$ cat src/rtl/piso_pkg.sv
// piso_pkg: shared FSM state type for the parallel-in serial-out sender
package piso_pkg;
   typedef enum logic [1:0] {IDLE, SHIFT, DONE} state_t;
endpackage

$ cat src/rtl/bit_down_counter.sv
// bit_down_counter: loadable down counter that saturates at zero
module bit_down_counter #(
   parameter int W = 4
) (
   input  logic         clk,
   input  logic         rst,
   input  logic         ld,
   input  logic         dec,
   input  logic [W-1:0] pi,
   output logic [W-1:0] po
);
   logic [W-1:0] cnt_q, cnt_d;
   always_comb cnt_d = ld ? pi : (dec && cnt_q != '0) ? cnt_q - W'(1) : cnt_q;
   always_ff @(posedge clk or posedge rst) begin
      if (rst) cnt_q <= '0;
      else     cnt_q <= cnt_d;
   end
   assign po = cnt_q;
endmodule

$ cat src/rtl/piso_sender.sv
// piso_sender: captures a parallel word and emits it serially under sready handshake
module piso_sender
   import piso_pkg::*;
#(
   parameter int SIZE      = 10,
   parameter bit MSB_FIRST = 1'b1
) (
   input  logic            clk,
   input  logic            rst,
   input  logic            start,
   input  logic [SIZE-1:0] pi,
   input  logic            sready,
   output logic            ready,
   output logic            sout,
   output logic            svalid,
   output logic            busy,
   output logic            done
);
   localparam int CW = $clog2(SIZE + 1);
   state_t          state_q, state_d;
   logic [SIZE-1:0] sr_q, sr_d;
   logic [CW-1:0]   cnt;
   logic            ld, dec;
   always_comb begin
      state_d = state_q;
      sr_d    = sr_q;
      ld      = 1'b0;
      dec     = 1'b0;
      case (state_q)
         IDLE: if (start) begin
            state_d = SHIFT;
            sr_d    = pi;
            ld      = 1'b1;
         end
         SHIFT: if (sready) begin
            dec     = 1'b1;
            sr_d    = MSB_FIRST ? sr_q << 1 : sr_q >> 1;
            state_d = (cnt == CW'(1)) ? DONE : SHIFT;
         end
         default: state_d = IDLE;
      endcase
   end
   always_ff @(posedge clk or posedge rst) begin
      if (rst) begin
         state_q <= IDLE;
         sr_q    <= '0;
      end else begin
         state_q <= state_d;
         sr_q    <= sr_d;
      end
   end
   bit_down_counter #(.W(CW)) u_cnt (
      .clk(clk),
      .rst(rst),
      .ld (ld),
      .dec(dec),
      .pi (CW'(SIZE)),
      .po (cnt)
   );
   assign ready  = state_q == IDLE;
   assign svalid = state_q == SHIFT;
   assign busy   = state_q == SHIFT;
   assign done   = state_q == DONE;
   assign sout   = svalid & (MSB_FIRST ? sr_q[SIZE-1] : sr_q[0]);
endmodule

$ cat config.mk
export PLATFORM = sky130hd
export DESIGN_NAME = piso_sender
export DESIGN_NICKNAME = d
export VERILOG_FILES = /design/src/rtl/piso_pkg.sv /design/src/rtl/bit_down_counter.sv /design/src/rtl/piso_sender.sv
export SDC_FILE = /design/constraint.sdc
export NUM_CORES = 1
export LEC_CHECK = 0
export CORE_MARGIN = 2
export CORE_UTILIZATION = 35
export DETAILED_ROUTE_END_ITERATION = 8
export HOLD_SLACK_MARGIN = 0.03
export PLACE_DENSITY = 0.63
export SLEW_MARGIN = 20
export SYNTH_ARGS = -nofsm -noshare
export SYNTH_HDL_FRONTEND = slang
export SYNTH_SLANG_ARGS = --single-unit
$ cat constraint.sdc
create_clock -name clk -period 1.6 [get_ports clk]
set_input_delay 0.32 -clock clk [delete_from_list [all_inputs] [get_ports clk]]
set_output_delay 0.32 -clock clk [all_outputs]
set_load 0.01 [all_outputs]
==> impl_metrics.py <==
metrics = {
    "placed_design": {
        "dp_hpwl_um": 1320,
        "portBuffers": 18,
        "dpl-instance-area_um2": 1200,
        "dp_slack_ns": -0.0577,
        "place_congestion": 0.733,
    },
    "sta": {
        "fin_crit_ns": 1.53,
        "finalSetupViolCount": 0,
        "fin_crit_sh": 0.956,
        "skew_ns": 0.000897,
        "tns_ns": 0,
        "fmax_ghz": 0.654,
        "slew_headroom": 0.793,
        "tightestPinTransition_ns": 0.301,
        "finalHoldViolCount": 0,
        "whs_ns": 0.338,
        "drv_slew": 0,
        "setup_slack_ns": 0.0702,
    },
    "run_status": {
        "status": "completed",
    },
    "floorplanning": {
        "die_w_um": 56.1,
        "io_pins": 19,
        "rows": 18,
        "die-area_um2": 3150,
        "core_area_um2": 2520,
        "initial_core_util": 0.376,
        "die_h_um": 56.1,
    },
    "worst_hold_path": {
        "hold_class": "input port to asynchronous set/reset pin",
    },
    "critical_path": {
        "critPathCaptureType": "primary output",
        "worst_ep_required_time_ns": 1.28,
        "cp-start-kind": "flop",
        "timing.rr.start": "u_cnt.po[0]",
        "r2r_setup_slack_ns": 0.08,
        "cp-startpoint": "state_q[0]",
        "ff2ff_path_depth": 5,
        "path_class": "flop to primary output",
        "path_max_fanout": 8,
        "arrival_ns": 1.21,
        "timing.rr.end": "u_cnt.po[3]",
    },
    "power_and_ir_drop": {
        "combPwrFrac": 0.574,
        "power.switching_w": 0.000700,
        "pwr-share-seq": 0.328,
        "clock_power_share": 0.097,
        "p_leak_nw": 0.588,
        "switching_share": 0.331,
        "internal_power_w": 0.00141,
        "p_per_area_nw_per_um2": 1720,
        "ir_drop_v": 0.000974,
    },
    "final_layout": {
        "nNetsFinal": 120,
        "post-route-util": 0.489,
        "final_layout_size_suffix_gt1_frac": 0.363,
        "most-common-layout-cells": "16 x mux2_4, 16 x dfrtp_1, 13 x clkdlybuf4s50_1, 8 x buf_4, 5 x inv_1",
        "multi_input_area_um2": 500,
        "regArea_um2": 400,
        "fillers": 250,
        "final_cell_area_um2": 1230,
        "syn2layout_area_growth_pct": 29.8,
        "antenna_cells": 0,
    },
    "drt": {
        "ant_nets": 0,
        "first_iter_violations": 7,
        "wirelength_um": 1740,
        "via_per_inst": 4.94,
        "routedWlPerCell_um": 13.2,
        "vias": 652,
        "first_pass_iters": 4,
        "remaining_drc_errors": 0,
    },
    "global_routing": {
        "antenna_found_initial": 0,
        "grt.overflow.total": 0,
        "grt_usage": 0.122,
        "grt_pass1_vias": 651,
        "grt_pass1_wl_um": 2970,
        "grt_start_max_net_pins": 17,
    },
    "clock_network": {
        "htreeDepth": 1,
        "cts_root_buffer": "clkbuf_4",
        "hold_buffers": 0,
        "clkTransAtPathRegs_ns": 0.09,
        "cts.sinks": 16,
        "numCtsBuffers": 3,
        "ctsLongestPathBuffers": 2,
        "tritoncts": "built",
        "clk-insertion-delay-late_ns": 0.28,
    },
    "logic_synthesis": {
        "syn_avg_cell_area_um2": 12.5,
        "ys_warn_count": 0,
        "yosysSeqAreaShare": 0.422,
        "ys_types": 26,
        "ys_ff_latch": 16,
        "syn_inst": 76,
        "synth_nets": 92,
        "syn_area_um2": 950,
    },
    "flow_run": {
        "drv_cap": 0,
    },
}
==> registers in the layout (all words and copies together) (netlist names) <==
register	count
state_q	2
sr_q	10
u_cnt.po	4
==> through the flow <==
stage                     cells  total power, W
final                       132         0.00211
after detailed placement    128         0.00194
after global placement      128         0.00191
after CTS                   131         0.00212
after global routing        132         0.00228
after floorplan              76         0.00163
==> critical path, stage by stage (launching register included) <==
cell and delay (ns):
dfrtp_1 0.41, buf_4 0.17, nor2b_1 0.10, clkdlybuf4s15_1 0.24
==> cell families (layout without fill, tap and decap cells) <==
logic type	Yosys count	in the layout	share of synthesized area
AOI/OAI and AO/OA	7	7	0.0514
adders and majority gates	2	2	0.0263
buffers and inverters	9	35	0.0593
DFF	16	16	0.422
muxes	20	20	0.298
and+or+nand+nor	22	22	0.144
==> synth_stat cells <==
| master | n | area share |
|---|---|---|
| mux2i_1 | 2 | 0.021 |
| nor2_1 | 3 | 0.012 |
| a21oi_1 | 1 | 0.0053 |
| a211o_1 | 1 | 0.0092 |
| nor3_1 | 3 | 0.016 |
| buf_4 | 2 | 0.016 |
| a211oi_1 | 2 | 0.016 |
| or3b_2 | 1 | 0.0092 |
| buf_6 | 2 | 0.024 |
| a41o_1 | 1 | 0.011 |
| dfrtp_1 | 16 | 0.42 |
| nand2b_4 | 1 | 0.014 |
| ha_1 | 2 | 0.026 |
| and3b_2 | 1 | 0.011 |
| mux2_4 | 16 | 0.25 |
| nand3_1 | 2 | 0.011 |
| nand2_1 | 4 | 0.016 |
| nor3b_1 | 2 | 0.016 |
| nand3b_1 | 1 | 0.0079 |
| inv_1 | 5 | 0.020 |
| and2_1 | 1 | 0.0066 |
| nor2b_1 | 1 | 0.0066 |
| o21ai_0 | 2 | 0.011 |
| nor2_4 | 1 | 0.012 |
| nor4_1 | 1 | 0.0066 |
| mux2_2 | 2 | 0.024 |
==> power by group through the flow <==
stage,clock (W),sequential (W),combinational (W)
6_report,0.000206,0.000694,0.00121
2_1_floorplan,0,0.000660,0.000970
3_3_place_gp,0,0.000700,0.00121
3_5_place_dp,0,0.000704,0.00124
5_1_grt,0.000241,0.000719,0.00132
4_1_cts,0.000219,0.000698,0.00121
==> cell type report <==
class                           count  share of cell area
Inverter                            5              0.0152
Clock buffer                        3              0.0183
Tap cell                           30              0.0305
Multi-Input combinational cell     51               0.406
Sequential cell                    16               0.325
Timing Repair Buffer               27               0.205
==> how the worst max path moves through the flow <==
stage,to,slack [ns]
floorplan,u_cnt.po[3],0.17
global placement,sr_q[4],-0.02
detailed placement,sr_q[9],-0.06
CTS,sout,0.008
global route,u_cnt.po[3],-0.005
finish,done,0.07
==> routing by layer <==
metal | vias up | GRT usage | part of all wire
met5 | - | 0 | 0
met1 | 319 | 0.138 | 0.44
met4 | 0 | 0.0306 | 0
met2 | 16 | 0.212 | 0.51
met3 | 0 | 0.0512 | 0.056
li1 | 317 | - | -
==> what timing repair did <==
action                                  CTS  global route
gates resized for setup                   6             5
endpoints found under the setup margin    5             4
buffers inserted                          0             1
endpoints found under the hold margin     0             0
Note: power is estimated with default switching activity, not from simulation.
